==> config.mk <==
export PLATFORM = sky130hd
export DESIGN_NAME = bias_writeback_ctrl
export DESIGN_NICKNAME = d
export VERILOG_FILES = /design/src/rtl/bias_writeback_ctrl.sv
export SDC_FILE = /design/constraint.sdc
export NUM_CORES = 1
export LEC_CHECK = 0
export BUFFER_PORTS_ARGS = -buffer_cell sky130_fd_sc_hd__buf_2
export CORE_MARGIN = 1
export CORE_UTILIZATION = 62
export CTS_CLUSTER_SIZE = 12
export DETAILED_ROUTE_END_ITERATION = 10
export PLACE_DENSITY_LB_ADDON = 0.3
export SYNTH_ARGS = -nofsm -noshare
export SYNTH_HDL_FRONTEND = slang
export SYNTH_SLANG_ARGS = --single-unit
==> constraint.sdc <==
create_clock -name clk -period 8 [get_ports clk]
set_input_delay 1.6 -clock clk [delete_from_list [all_inputs] [get_ports clk]]
set_output_delay 1.6 -clock clk [all_outputs]
set_load 0.05 [all_outputs]
==> src/rtl/bias_writeback_ctrl.sv <==
// Bias update sequencer: for each entry, reads the old bias, takes one delta and
// writes back bias + sat((LEARNINGRATE*delta)>>>FRAC) to the same BRAM address.
module bias_writeback_ctrl #(
    parameter int                DWIDTH       = 32,
    parameter int                AWIDTH       = 10,
    parameter int                NUM_BIAS     = 16,
    parameter int                BASE_ADDR    = 0,
    parameter int                FRAC         = 16,
    parameter logic [DWIDTH-1:0] LEARNINGRATE = 32'h0000068D
) (
    input  logic              clk,
    input  logic              rst,
    input  logic              start,
    input  logic [DWIDTH-1:0] delta_in,
    input  logic              delta_valid,
    output logic              delta_ready,
    output logic              bram_en,
    output logic              bram_we,
    output logic [AWIDTH-1:0] bram_addr,
    output logic [DWIDTH-1:0] bram_din,
    input  logic [DWIDTH-1:0] bram_dout,
    output logic              busy,
    output logic              done
);

    localparam int IW = (NUM_BIAS > 1) ? $clog2(NUM_BIAS) : 1;
    localparam logic [IW-1:0]     LAST_IDX = IW'(NUM_BIAS - 1);
    localparam logic [AWIDTH-1:0] BASE     = AWIDTH'(BASE_ADDR);

    localparam logic signed [DWIDTH-1:0]   LR_S = LEARNINGRATE;
    localparam logic signed [DWIDTH-1:0]   SMAX = {1'b0, {(DWIDTH-1){1'b1}}};
    localparam logic signed [DWIDTH-1:0]   SMIN = {1'b1, {(DWIDTH-1){1'b0}}};
    localparam logic signed [2*DWIDTH-1:0] PMAX = (2*DWIDTH)'(SMAX);
    localparam logic signed [2*DWIDTH-1:0] PMIN = (2*DWIDTH)'(SMIN);

    typedef enum logic [2:0] {
        IDLE,
        RD,
        RDW,
        GETD,
        CALC,
        WR,
        DONE
    } state_t;

    state_t state, state_nx;

    logic        [IW-1:0]     idx;
    logic signed [DWIDTH-1:0] bias_r;
    logic signed [DWIDTH-1:0] delta_r;
    logic        [DWIDTH-1:0] din_r;

    logic signed [2*DWIDTH-1:0] prod;
    logic signed [2*DWIDTH-1:0] prod_sh;
    logic signed [DWIDTH-1:0]   step;
    logic        [DWIDTH:0]     sum;
    logic        [DWIDTH-1:0]   new_bias;

    always_ff @(posedge clk) begin
        if (rst) begin
            state <= IDLE;
        end else begin
            state <= state_nx;
        end
    end

    always_comb begin
        state_nx = state;
        case (state)
            IDLE:    if (start) state_nx = RD;
            RD:      state_nx = RDW;
            RDW:     state_nx = GETD;
            GETD:    if (delta_valid) state_nx = CALC;
            CALC:    state_nx = WR;
            WR:      state_nx = (idx == LAST_IDX) ? DONE : RD;
            DONE:    state_nx = IDLE;
            default: state_nx = IDLE;
        endcase
    end

    // Scaled step saturated to DWIDTH first, then the bias add saturates again.
    always_comb begin
        prod    = (2*DWIDTH)'(LR_S) * (2*DWIDTH)'(delta_r);
        prod_sh = prod >>> FRAC;
        if (prod_sh > PMAX) begin
            step = SMAX;
        end else if (prod_sh < PMIN) begin
            step = SMIN;
        end else begin
            step = prod_sh[DWIDTH-1:0];
        end
        sum = {bias_r[DWIDTH-1], bias_r} + {step[DWIDTH-1], step};
        if (sum[DWIDTH] != sum[DWIDTH-1]) begin
            new_bias = sum[DWIDTH] ? SMIN : SMAX;
        end else begin
            new_bias = sum[DWIDTH-1:0];
        end
    end

    always_ff @(posedge clk) begin
        if (rst) begin
            idx     <= '0;
            bias_r  <= '0;
            delta_r <= '0;
            din_r   <= '0;
        end else begin
            case (state)
                IDLE:    if (start) idx <= '0;
                RDW:     bias_r <= bram_dout;
                GETD:    if (delta_valid) delta_r <= delta_in;
                CALC:    din_r <= new_bias;
                WR:      idx <= (idx == LAST_IDX) ? '0 : idx + 1'b1;
                default: ;
            endcase
        end
    end

    // Outputs are forced to reset values while rst is high so a WR-cycle write is dropped.
    always_comb begin
        bram_en     = 1'b0;
        bram_we     = 1'b0;
        bram_addr   = BASE;
        bram_din    = '0;
        delta_ready = 1'b0;
        busy        = 1'b0;
        done        = 1'b0;
        if (!rst) begin
            bram_en     = (state == RD) || (state == WR);
            bram_we     = (state == WR);
            bram_addr   = BASE + AWIDTH'(idx);
            bram_din    = din_r;
            delta_ready = (state == GETD);
            busy        = (state != IDLE);
            done        = (state == DONE);
        end
    end

endmodule

* After elaboration in Yosys (flattened, before gate mapping)
Index checks and enable logic that the tools add are counted. W data, S select, Z words.
Word-level totals: bits in registers 103, output and inout bits 47, word-level logic and storage cells 45
Operators by class: add/subtract/negate cells 2, multipliers 1, magnitude comparators 2, equal/unequal tests 10, multiplexer cells 18, reduce and logical (&&, ||, !) cells 7
Operator list (count):
- $mux W32 | 5
- $mul A12 B32 Y44 const A | 1
- $add A32 B32 Y33 | 1
- $gt A28 B32 Y1 const B | 1
- $lt A28 B32 Y1 const B | 1
- $pmux W3 S6 | 1
- $mux W4 | 3
- $eq A3 B3 Y1 const B | 3
- $mux W3 | 3
- $pmux W4 S2 | 1
- $eq A3 B2 Y1 const B | 2
- $reduce_and A2 Y1 | 3
- $mux W1 | 5
- $add A4 B1 Y4 const B | 1
- $eq A4 B4 Y1 const B | 1
- $ne A2 B2 Y1 const B | 2
- $eq A3 B1 Y1 const B | 1
- $logic_not A3 Y1 | 1
- $reduce_bool A3 Y1 | 1
- $reduce_bool A2 Y1 | 1
- $logic_or A1 B1 Y1 | 1
- $ne A1 B1 Y1 | 1

* Longest topological paths before layout
Gate-level depths: netlist of the first run.
word-level depth 7, depth in mapped cells 32, gate-level depth less buffers 31

* Worst setup path after synthesis of the first run
No wires, ideal clock.
path kind reg2reg, start point reg delta_r[19], end point reg din_r[3], library setup time 0.087 ns, arrival 7.093 ns, required time 7.913 ns, path slack 0.820 ns, cell stages (with the launch flop) 30, path buffers 1, period minus slack after synthesis 7.180 ns, cells stage by stage dfxtp_1 -> ha_1 -> fa_1 -> fa_1 -> inv_1 -> fa_1 -> fa_1 -> inv_1 -> ha_1 -> a21o_1 -> a21oi_1 -> inv_1 -> a2111oi_0 -> a211oi_1 -> or2_1 -> a21o_1 -> a211oi_1 -> nor2_1 -> ha_1 -> and3_1 -> nand2_1 -> nor3_1 -> a41oi_1 -> o21ai_1 -> a41o_1 -> nor3b_1 -> mux2i_1 -> buf_4 -> o211ai_1 -> a221oi_2
On the way: cells in the longest elaborated chain, start to end 7, elaborated cells between the ends (all ways) 9, those cells by class 1 x add/sub; 1 x mul; 2 x order compare; 1 x eq/ne; 4 x mux
Ends and longest elaborated chain:
- start, declared | line 50 | logic signed [DWIDTH-1:0] delta_r;
- start signal, assigned | line 110 | GETD: if (delta_valid) delta_r <= delta_in;
- $mul A12 B32 Y44 * | line 83 | prod = (2*DWIDTH)'(LR_S) * (2*DWIDTH)'(delta_r);
- $lt A28 B32 Y1 | line 87 | end else if (prod_sh < PMIN) begin
- $mux W32 | line 87
- $mux W32 * | line 85 | if (prod_sh > PMAX) begin
- $add A32 B32 Y33 * | line 92 | sum = {bias_r[DWIDTH-1], bias_r} + {step[DWIDTH-1], step};
- $mux W32 or $ne A1 B1 Y1 (tied branches) | line 94, 93
- $mux W32 * | line 93 | if (sum[DWIDTH] != sum[DWIDTH-1]) begin
- end signal, assigned | line 111 | CALC: din_r <= new_bias;
- end, declared | line 51 | logic [DWIDTH-1:0] din_r;
Mark *: on every way between the ends. The rest lies on a longest branch, timed or not. A chain may end at the register's enable or synchronous reset.

* Final worst setup path of the first run
start point reg delta_r[5], end point reg din_r[3]
Same word-level chain as after synthesis.

==> results.rst, run 1 <==
.. list-table::
   :header-rows: 1

   * - Metric
     - Value
   * - Worst slew margin relative to its limit
     - 0.164
   * - Path category of the worst min-delay check
     - flop to flop
   * - Fraction of the cycle the final worst path needs
     - 0.951
   * - DR DRC count
     - 0
   * - Finish-stage setup viols
     - 0
   * - Routed length per placed instance
     - 15.2 µm
   * - Total chip power
     - 1.44 mW
   * - Maximum ir drop on the vdd rail
     - 125 µV
   * - Sequential element share of the synthesized area
     - 0.172
   * - Count of antenna diodes in the layout
     - 0
   * - Maximum clock insertion buffer count
     - 2
   * - GR Util All Layers
     - 0.277
   * - Antenna violations before repair
     - 0
   * - Cell with the biggest individual delay on the critical path
     - fa_1
   * - Number of nets in the layout
     - 1,855
   * - Reg power frac
     - 0.385
   * - Die outline area
     - a little under 20,000 µm²
   * - Highest-count cells in the layout ignoring fill and taps
     - 239 x inv_1, 188 x nand2_1, 185 x ha_1
   * - Number of hold violations in the final report
     - 0
   * - Post-synthesis register bit count
     - between 100 and 150
   * - Final-report max-slew violation count
     - 0
   * - Cell occurring most often along the worst timing path
     - fa_1
   * - Via density per instance
     - ~5.5
   * - Count of H-tree levels built during CTS
     - 3
   * - Leakage power of the design
     - 6.65 nW
   * - Required time reported for the critical path endpoint
     - 8210 ps
   * - Detailed Route Iter0 Violations
     - 472
   * - Crit path capture type
     - flop
   * - Portion of total power attributed to combinational logic
     - 0.292
   * - # port buffers
     - 108
   * - Sequential cell area
     - 2080 µm²
   * - Slowest cell delay on critical path
     - 540 ps
   * - Total power density per cell area
     - about 110 nW/µm²
   * - Combined area of the multi-input logic cells
     - 8850 µm²
   * - Commonest non-fill, non-tap cell in the layout
     - inv_1
   * - Post-synthesis average cell area
     - 8.57 µm²
   * - Fraction of registers with async set or reset after synthesis
     - 0
   * - Clk root buf
     - clkbuf_16
   * - Vias
     - 9,594
   * - Startpoint class of the critical path
     - flop
   * - Maximum capacitance violations
     - 0
   * - Worst Clk Skew
     - 10.9 ps
   * - Final critical-path required period
     - 7610 ps
   * - Inserted Clock Buffers
     - 9
   * - Number of flops mapped to enable cells by yosys
     - 0
   * - Top FF cell, synth
     - dfxtp_1
   * - Via count of the first global-routing pass
     - 9,419
   * - Synth-to-layout area growth
     - 9.79%
   * - Post-detailed-route count of antenna-violating nets
     - 0
   * - Die W
     - 141 µm
   * - Sinks on the clock net
     - 103
   * - Number of warnings printed during yosys synthesis
     - 0
   * - Gate Count Post-Synth
     - approximately 1,400
   * - Hold slack
     - between 400 and 500 ps
   * - Total negative slack for setup checks
     - 0 ps
   * - Slew at the pin closest to its max-slew limit
     - 1250 ps
   * - Layout fillers
     - 1,494
   * - Synthesized cell area
     - 12,000 µm²
   * - Internal power of the cells
     - 0.916 mW
   * - Row count
     - 50
   * - CTS tree
     - built
   * - Clock power frac
     - 0.323
   * - Max Clock Freq
     - 0.131 GHz
   * - Switching share of power
     - 0.363
   * - Worst-path fanout max
     - 31
   * - Iteration count of the initial detailed-routing pass
     - 5
   * - Category of cells accounting for the largest share of critical-path delay
     - adder cells
   * - Clock slew at the register clock pins of the worst setup and hold paths
     - 80 ps
   * - Die H
     - 141 µm
   * - Fraction of final layout cells sized beyond drive strength 1
     - 0.141
   * - Switching pwr
     - 0.522 mW
   * - Critical path start-end classification
     - flop to flop
   * - Effective utilization at floorplan
     - 0.636
   * - Setup repair after global routing missed its margin
     - no
   * - Clock insertion delay at the later pin of the skew report
     - 370 ps
   * - Status
     - finished clean
   * - Core area
     - roughly 19,000 µm²
   * - Wire length of the first global-routing pass
     - ~44,000 µm
   * - Yosys cell types
     - 67
   * - Sum of overflow across all layers after global routing
     - 0
   * - I/O pin total
     - 115
   * - Final RePlAce weighted congestion
     - 0.877
   * - Pin count of the biggest net entering global routing
     - 86
   * - Endpoint arrival time on the critical path
     - slightly below 8000 ps
   * - Final wirelength
     - 26,600 µm
   * - HPWL reported at the end of detailed placement
     - 21,500 µm
   * - Total buffers and inverters traversed by the critical path
     - 3
[layout make-up]
| class | count | share of cell area |
|---|---|---|
| timing repair buffer | 125 | 0.0529 |
| clock buffer | 9 | 0.0171 |
| tap | 260 | 0.0247 |
| multi-input combinational | 1009 | 0.673 |
| inverter | 239 | 0.0682 |
| sequential | 103 | 0.158 |
| clock inverter | 7 | 0.00618 |
[tightest hold or removal path, cell delays in order (launching register included)]
cell	delay, ps
dfxtp_1	320
nand2_1	50
a21oi_1	50
[worst paths after layout]
path         startpoint         end  slack, ps  cells after the start
max          delta_r[5]    din_r[3]        390                     29
min          bias_r[15]  bias_r[15]        460                      2
max reg2reg  delta_r[5]    din_r[3]        390                     29
min reg2reg  bias_r[15]  bias_r[15]        460                      2
[registers in the layout, indices dropped and copies added, names as in the netlist]
register and count:
idx 4, din_r 32, bias_r 32, delta_r 32, state 3
[cell families (layout without fill, tap and decap cells)]
group | Yosys count | after routing | synth area share
xor+xnor | 70 | 70 | 0.0512
fa+ha+maj | 301 | 301 | 0.385
compound gates | 270 | 270 | 0.161
other cells | 1 | 6 | 0.000313
flops | 103 | 103 | 0.172
simple gates | 359 | 359 | 0.132
mux | 3 | 3 | 0.00251
buf+inv | 291 | 380 | 0.0955
[power by group through the flow]
| stage | Clock (mW) | Sequential, mW | Combinational [mW] |
|---|---|---|---|
| floorplan | 0 | 0.558 | 0.317 |
| global placement | 0 | 0.564 | 0.404 |
| detailed placement | 0 | 0.565 | 0.414 |
| CTS | 0.471 | 0.553 | 0.419 |
| global route | 0.488 | 0.556 | 0.469 |
| finish | 0.465 | 0.554 | 0.419 |
[metal layers]
metal | vias to the layer above | global-route usage | part of all wire
met5 | - | 0 | 0
met4 | 0 | 0.0709 | 0.016
met3 | 32 | 0.0326 | 0.036
met2 | 199 | 0.476 | 0.48
met1 | 4594 | 0.370 | 0.47
li1 | 4769 | - | -
[Yosys cell counts (8+ instances only)]
| cell | number | area share |
|---|---|---|
| inv_1 | 239 | 0.075 |
| nand2_1 | 189 | 0.059 |
| ha_1 | 187 | 0.20 |
| a21oi_1 | 115 | 0.048 |
| fa_1 | 113 | 0.19 |
| dfxtp_1 | 103 | 0.17 |
| nor2_1 | 75 | 0.024 |
| xnor2_1 | 46 | 0.034 |
| clkbuf_1 | 40 | 0.013 |
| o21ai_0 | 35 | 0.015 |
| a221oi_2 | 31 | 0.039 |
| a21o_1 | 24 | 0.015 |
| xor2_1 | 24 | 0.018 |
| nand2b_1 | 16 | 0.0084 |
| nand3_1 | 15 | 0.0063 |
| nor3_1 | 13 | 0.0054 |
| nor2b_1 | 11 | 0.0057 |
| a211oi_1 | 8 | 0.0050 |
| nand4_1 | 8 | 0.0042 |
[what timing repair did]
| action | 4_1_cts | 5_1_grt |
|---|---|---|
| resized for setup | 0 | 22 |
| setup buffers | 0 | 2 |
| setup endpoints to repair | 0 | 32 |
| hold buffers | 0 | 0 |
[metrics by stage]
stage / cells / utilization / area [µm²] / worst slack, ps
after floorplan: 1403 / - / 12000 / 820
after global placement: 1734 / 0.678 / 12800 / 452
after detailed placement: 1734 / 0.678 / 12800 / 224
after CTS: 1750 / 0.694 / 13100 / 194
after global routing: 1752 / 0.698 / 13200 / 22.9
final: 1752 / 0.698 / 13200 / 393
No activity file was read; power rests on OpenSTA's default activity.
==> inputs of run 2 (changes only) <==
--- a/config.mk
+++ b/config.mk
@@ -10,7 +10,7 @@
 export CORE_UTILIZATION = 62
 export CTS_CLUSTER_SIZE = 12
 export DETAILED_ROUTE_END_ITERATION = 10
-export PLACE_DENSITY_LB_ADDON = 0.3
+export PLACE_DENSITY = 0.79
 export SYNTH_ARGS = -nofsm -noshare
 export SYNTH_HDL_FRONTEND = slang
 export SYNTH_SLANG_ARGS = --single-unit
==> results.rst, run 2 (synthesized netlist as in run 1, its figures left out) <==
.. list-table::
   :header-rows: 1

   * - Metric
     - Value
   * - Finish-stage setup viols
     - 0 (unchanged)
   * - Die H
     - 141 µm (unchanged)
   * - Routed length per placed instance
     - 14.9 µm (-1.7%)
   * - Wire length of the first global-routing pass
     - 44,600 µm (+1.4%)
   * - Largest registers ranked by flip-flop count
     - bias_r: 32 flops, delta_r: 32 flops, din_r: 32 flops
   * - Sum of overflow across all layers after global routing
     - 0 (unchanged)
   * - Endpoint arrival time on the critical path
     - 7880 ps (+70 ps)
   * - Maximum ir drop on the vdd rail
     - 88.8 µV (-29%)
   * - # port buffers
     - 108 (unchanged)
   * - Pin count of the biggest net entering global routing
     - 75 (-13%)
   * - Post-detailed-route count of antenna-violating nets
     - 0 (unchanged)
   * - Hold slack
     - 463 ps (-0.730 ps)
   * - Reg2Reg Depth
     - 29 (unchanged)
   * - Die outline area
     - 19,900 µm² (unchanged)
   * - Count of H-tree levels built during CTS
     - 3 (unchanged)
   * - Antenna violations before repair
     - 0 (unchanged)
   * - Via density per instance
     - 5.50 (+0.42%)
   * - Inserted Clock Buffers
     - 9 (unchanged)
   * - Maximum clock insertion buffer count
     - 2 (unchanged)
   * - Final-report max-slew violation count
     - 0 (unchanged)
   * - Clock slew at the register clock pins of the worst setup and hold paths
     - 80 ps (about the same)
   * - Highest-count cells in the layout ignoring fill and taps
     - 239 x inv_1, 188 x nand2_1, 187 x ha_1
   * - # placed instances
     - 1,749 (+0.87%)
   * - Hold Path Stages
     - 2 (unchanged)
   * - Via count of the first global-routing pass
     - 9,642 (+2.4%)
   * - Core area
     - 18,800 µm² (unchanged)
   * - Worst-path fanout max
     - 30 (-3.2%)
   * - Final critical-path required period
     - 7600 ps (-3.12 ps)
   * - Number of hold violations in the final report
     - 0 (unchanged)
   * - Iteration count of the initial detailed-routing pass
     - 5 (unchanged)
   * - Category of cells accounting for the largest share of critical-path delay
     - adder cells
   * - Summed area of non-filler cells in the final layout
     - 13,300 µm² (+0.89%)
   * - Synth-to-layout area growth
     - 10.8%
   * - Total chip power
     - 1.46 mW (+1.6%)
   * - Endpoint of the worst hold path
     - bias_r[15]
   * - Status
     - finished clean
   * - Destination of the worst register-to-register timing path
     - din_r[9]
   * - Clock insertion delay at the later pin of the skew report
     - 370 ps (about the same)
   * - Final non-filler cell total
     - 1,767 (+0.86%)
   * - Maximum capacitance violations
     - 0 (unchanged)
   * - Slew at the pin closest to its max-slew limit
     - 1240 ps (-14.4 ps)
   * - R2R Path Start
     - delta_r[4]
   * - Worst Clk Skew
     - 15.6 ps (+4.72 ps)
   * - Slowest cell delay on critical path
     - 540 ps (about the same)
   * - GR Util All Layers
     - 0.279 (+0.00228)
   * - Instance area at placement
     - 12,900 µm² (+0.88%)
   * - Total buffers and inverters traversed by the critical path
     - 5 (+2)
   * - I/O pin total
     - 115 (unchanged)
   * - Clk root buf
     - clkbuf_16
   * - Startpoint class of the critical path
     - flop
   * - Sinks on the clock net
     - 103 (unchanged)
   * - Critical path start-end classification
     - flop to flop
   * - Required time reported for the critical path endpoint
     - 8270 ps (+60 ps)
   * - DR DRC count
     - 0 (unchanged)
   * - Commonest non-fill, non-tap cell in the layout
     - inv_1
   * - Setup slack on the worst flop-to-flop path
     - 400 ps (about the same)
   * - Hold wc startpoint
     - bias_r[15]
   * - Leakage power of the design
     - 6.75 nW (+1.5%)
   * - Die W
     - 141 µm (unchanged)
   * - Final RePlAce weighted congestion
     - 0.870 (-0.80%)
   * - Count of antenna diodes in the layout
     - 0 (unchanged)
   * - Effective utilization at floorplan
     - 0.636 (unchanged)
   * - Max Clock Freq
     - 0.132 GHz (about the same)
   * - Fraction of the cycle the final worst path needs
     - 0.950 (about the same)
   * - Path category of the worst min-delay check
     - flop to flop
   * - Vias
     - 9,717 (+1.3%)
   * - CTS tree
     - built
   * - HPWL reported at the end of detailed placement
     - 21,200 µm (-1.1%)
   * - Cell occurring most often along the worst timing path
     - fa_1
   * - Final wirelength
     - 26,400 µm (-0.84%)
   * - Fraction of the core area covered by cells at the end of the flow
     - 0.705 (+0.00618)
   * - Row count
     - 50 (unchanged)
   * - Crit path capture type
     - flop
   * - Fraction of final layout cells sized beyond drive strength 1
     - 0.144 (+0.00324)
   * - Worst slew margin relative to its limit
     - 0.174 (+0.00959)
   * - Detailed Route Iter0 Violations
     - 466 (-1.3%)
   * - Total power density per cell area
     - 110 nW/µm² (+0.67%)
   * - Number of nets in the layout
     - 1,870 (+0.81%)
   * - Cell with the biggest individual delay on the critical path
     - fa_1
## run 2: per-stage QoR
stage | setup slack, ps | TNS, ps
after floorplan | 820 | 0
after global placement | 241 | 0
after detailed placement | -0.504 | -0.504
after CTS | 305 | 0
after global routing | -12.1 | -28.2
final | 397 | 0
## run 2: how the worst max path moves through the flow
| stage | from | endpoint | slack, ps | depth (start not counted) |
|---|---|---|---|---|
| 2_1_floorplan | delta_r[19] | din_r[3] | 820 | 29 |
| 3_3_place_gp | delta_r[17] | din_r[0] | 240 | 29 |
| 3_5_place_dp | delta_r[17] | din_r[19] | -0.5 | 28 |
| 4_1_cts | delta_r[17] | din_r[3] | 310 | 29 |
| 5_1_grt | delta_r[1] | din_r[6] | -10 | 32 |
| 6_report | delta_r[4] | din_r[9] | 400 | 29 |
## run 2: where the power goes
| group | switching, mW | internal, mW |
|---|---|---|
| Clock | 0.251 | 0.231 |
| Combinational | 0.264 | 0.161 |
| Sequential | 0.0199 | 0.533 |
## run 2: layout make-up
cell class	count	area [µm²]
clock buffer	9	225
clock inverter	7	98.8
fill	1452	5560
inverter	239	897
multi-input combinational	1009	8840
sequential	103	2070
tap	260	325
timing repair buffer	140	808
## run 2: worst min-delay path, stage by stage (launching register included)
cell	delay, ps
dfxtp_1	320
nand2_1	50
a21oi_1	50
## run 2: layer usage
layer  up-vias  track usage  wire length, µm
met5         -            0                0
met1      4679        0.380            12300
met4         0       0.0641              331
li1       4793            -                -
met3        30       0.0289              961
met2       215        0.478            12800
## run 2: repair_timing
| item | 4_1_cts | 5_1_grt |
|---|---|---|
| endpoints found under the setup margin | 18 | 31 |
| hold endpoints to repair | 0 | 0 |
| gates resized for setup | 0 | 13 |
| pin swaps | 1 | 1 |
| setup buffers | 2 | 0 |
| hold buffers | 0 | 0 |
| cloned | 0 | 0 |
==> inputs of run 3 (changes only) <==
==> constraint.sdc (replaced) <==
create_clock -name clk -period 8 [get_ports clk]
set_input_delay 1.2 -clock clk [delete_from_list [all_inputs] [get_ports clk]]
set_output_delay 1.2 -clock clk [all_outputs]
set_load 0.05 [all_outputs]
==> results.rst, run 3 (synthesized netlist as in run 1, its figures left out) <==
.. list-table::
   :header-rows: 1

   * - Metric
     - Value
   * - Status
     - finished clean
   * - Pre-CTS WS
     - 169 ps (+169 ps)
   * - Inserted Clock Buffers
     - 9 (unchanged)
   * - Number of hold violations in the final report
     - 0 (unchanged)
   * - Startpoint class of the critical path
     - flop
   * - Layout fillers
     - 1,514 (+4.3%)
   * - Worst Clk Skew
     - 12.7 ps (-2.90 ps)
   * - Combined area of the multi-input logic cells
     - 8840 µm² (about the same)
   * - Final critical-path required period
     - 7640 ps (+37.0 ps)
   * - Portion of total power attributed to combinational logic
     - 0.288 (-0.003)
   * - Final wirelength
     - 26,400 µm (+0.12%)
   * - Clock slew at the register clock pins of the worst setup and hold paths
     - 80 ps (about the same)
   * - Count of antenna diodes in the layout
     - 0 (unchanged)
   * - Crit. Startpoint
     - delta_r[16]
   * - R2R Path Start
     - delta_r[16]
   * - Setup repair after global routing missed its margin
     - no
   * - Wire length of the first global-routing pass
     - 44,400 µm (-0.50%)
   * - Antenna violations before repair
     - 0 (unchanged)
   * - DR DRC count
     - 0 (unchanged)
   * - Clk root buf
     - clkbuf_16
   * - Critical path start-end classification
     - flop to flop
   * - Switching share of power
     - 0.367 (+0.000825)
   * - Worst-path fanout max
     - 30 (unchanged)
   * - Slowest cell delay on critical path
     - 590 ps (+50 ps)
   * - Routed length per placed instance
     - 15.1 µm (+1.3%)
   * - Internal power of the cells
     - 0.917 mW (-0.80%)
   * - Hold_buf cts
     - 0 (unchanged)
   * - Maximum capacitance violations
     - 0 (unchanged)
   * - Highest-count cells in the layout ignoring fill and taps
     - 239 x inv_1, 188 x nand2_1, 187 x ha_1
   * - Die W
     - 141 µm (unchanged)
   * - Worst slew margin relative to its limit
     - 0.146 (-0.0275)
   * - Destination of the worst register-to-register timing path
     - din_r[3]
   * - Synth-to-layout area growth
     - 9.55%
   * - Sinks on the clock net
     - 103 (unchanged)
   * - Largest registers ranked by flip-flop count
     - bias_r: 32 flops, delta_r: 32 flops, din_r: 32 flops
   * - Via density per instance
     - 5.47 (-0.52%)
   * - Vias
     - 9,557 (-1.6%)
   * - Total negative slack for setup checks
     - 0 ps (unchanged)
   * - Leakage power of the design
     - 6.64 nW (-1.6%)
   * - I/O pin total
     - 115 (unchanged)
   * - Fraction of the cycle the final worst path needs
     - 0.955 (+0.00462)
   * - Finish-stage setup viols
     - 0 (unchanged)
   * - Reg2Reg Depth
     - 30 (+3.4%)
   * - Max Clock Freq
     - 0.131 GHz (-0.48%)
   * - Endpoint arrival time on the critical path
     - 7920 ps (+40 ps)
   * - Commonest non-fill, non-tap cell in the layout
     - inv_1
   * - Required time reported for the critical path endpoint
     - 8280 ps (about the same)
   * - Iteration count of the initial detailed-routing pass
     - 6 (+1)
   * - Worst setup margin
     - 360 ps (-37.0 ps)
   * - Count of H-tree levels built during CTS
     - 3 (unchanged)
   * - CTS tree
     - built
   * - Row count
     - 50 (unchanged)
   * - Path category of the worst min-delay check
     - flop to flop
   * - Sequential cell area
     - 2080 µm² (+0.73%)
   * - CP endpoint
     - din_r[3]
   * - Crit path capture type
     - flop
   * - Final RePlAce weighted congestion
     - 0.883 (+1.4%)
   * - Pin count of the biggest net entering global routing
     - 80 (+6.7%)
   * - Detailed Route Iter0 Violations
     - 552 (+18%)
   * - Die outline area
     - 19,900 µm² (unchanged)
   * - Final-report max-slew violation count
     - 0 (unchanged)
   * - Switching pwr
     - 0.533 mW (-0.44%)
   * - Maximum ir drop on the vdd rail
     - 105 µV (+19%)
   * - Number of nets in the layout
     - 1,850 (-1.1%)
   * - Effective utilization at floorplan
     - 0.636 (unchanged)
   * - Slew at the pin closest to its max-slew limit
     - 1280 ps (+41.2 ps)
   * - Via count of the first global-routing pass
     - 9,361 (-2.9%)
   * - Sum of overflow across all layers after global routing
     - 0 (unchanged)
   * - HPWL reported at the end of detailed placement
     - 21,200 µm (about the same)
   * - Clock insertion delay at the later pin of the skew report
     - 370 ps (about the same)
   * - Post-detailed-route count of antenna-violating nets
     - 0 (unchanged)
   * - GR Util All Layers
     - 0.279 (+0.000578)
   * - Die H
     - 141 µm (unchanged)
   * - Total power density per cell area
     - 111 nW/µm² (+0.43%)
   * - # port buffers
     - 108 (unchanged)
   * - Setup slack on the worst flop-to-flop path
     - 360 ps (-40 ps)
   * - Clock power frac
     - 0.330 (about the same)
   * - Fraction of the core area covered by cells at the end of the flow
     - 0.697 (-0.00771)
   * - Total chip power
     - 1.45 mW (-0.67%)
   * - Cell with the biggest individual delay on the critical path
     - fa_1
   * - Reg power frac
     - 0.382 (+0.003)
   * - Cell occurring most often along the worst timing path
     - fa_1
   * - Fraction of final layout cells sized beyond drive strength 1
     - 0.138 (-0.00613)
   * - Maximum clock insertion buffer count
     - 2 (unchanged)
   * - Core area
     - 18,800 µm² (unchanged)
-- run 3: cell types whose count changed in the layout (fill, tap and decap cells not counted), sizes merged --
| cell | before | now |
|---|---|---|
| buf | 140 | 120 |
-- run 3: metrics by stage --
| step | hold WS, ps | instances | area [µm²] |
|---|---|---|---|
| 6_report | 463 | 1747 | 13100 |
| 5_1_grt | 484 | 1747 | 13100 |
| 4_1_cts | 465 | 1747 | 13100 |
| 3_5_place_dp | 451 | 1731 | 12700 |
| 3_3_place_gp | 447 | 1731 | 12700 |
| 2_1_floorplan | 440 | 1403 | 12000 |
-- run 3: worst min path at each step --
stage	from	to	slack, ps	depth (start not counted)
after floorplan	bias_r[16]	bias_r[16]	440	2
after global placement	bias_r[12]	bias_r[12]	450	2
after detailed placement	bias_r[18]	bias_r[18]	450	2
after CTS	bias_r[18]	bias_r[18]	470	2
after global routing	bias_r[14]	bias_r[14]	480	2
final	bias_r[18]	bias_r[18]	460	2
-- run 3: per-layer routing --
| layer | up-vias | routed length (µm) | global-route usage |
|---|---|---|---|
| met5 | - | 0 | 0 |
| met2 | 220 | 12400 | 0.464 |
| met3 | 36 | 1080 | 0.0336 |
| li1 | 4753 | - | - |
| met4 | 0 | 459 | 0.0784 |
| met1 | 4548 | 12500 | 0.385 |
-- run 3: cell type report --
cell class / instances / area share
clock buffers: 9 / 0.0172
clock inverters: 7 / 0.00696
inverters: 239 / 0.0684
multi-input cells: 1009 / 0.674
flip-flops and latches: 103 / 0.159
well taps: 260 / 0.0248
repair buffers: 120 / 0.0502
-- run 3: timing repair --
| item | 4_1_cts | 5_1_grt |
|---|---|---|
| gates resized for setup | 0 | 22 |
| endpoints found under the setup margin | 0 | 32 |
| buffers inserted | 0 | 0 |
-- run 3: power by group through the flow --
stage | Clock, mW | Sequential [mW] | Combinational [mW]
2_1_floorplan | 0 | 0.558 | 0.317
3_3_place_gp | 0 | 0.566 | 0.400
3_5_place_dp | 0 | 0.567 | 0.412
4_1_cts | 0.483 | 0.555 | 0.417
5_1_grt | 0.501 | 0.557 | 0.469
6_report | 0.478 | 0.555 | 0.417
-- run 3: critical path: cells and delay by family (launching register included) --
family / cells / cell delay [ps]
fa+ha+maj: 7 / 2940
simple gates: 6 / 1020
buf+inv: 5 / 610
flops: 1 / 570
mux: 1 / 230
compound gates: 11 / 2160
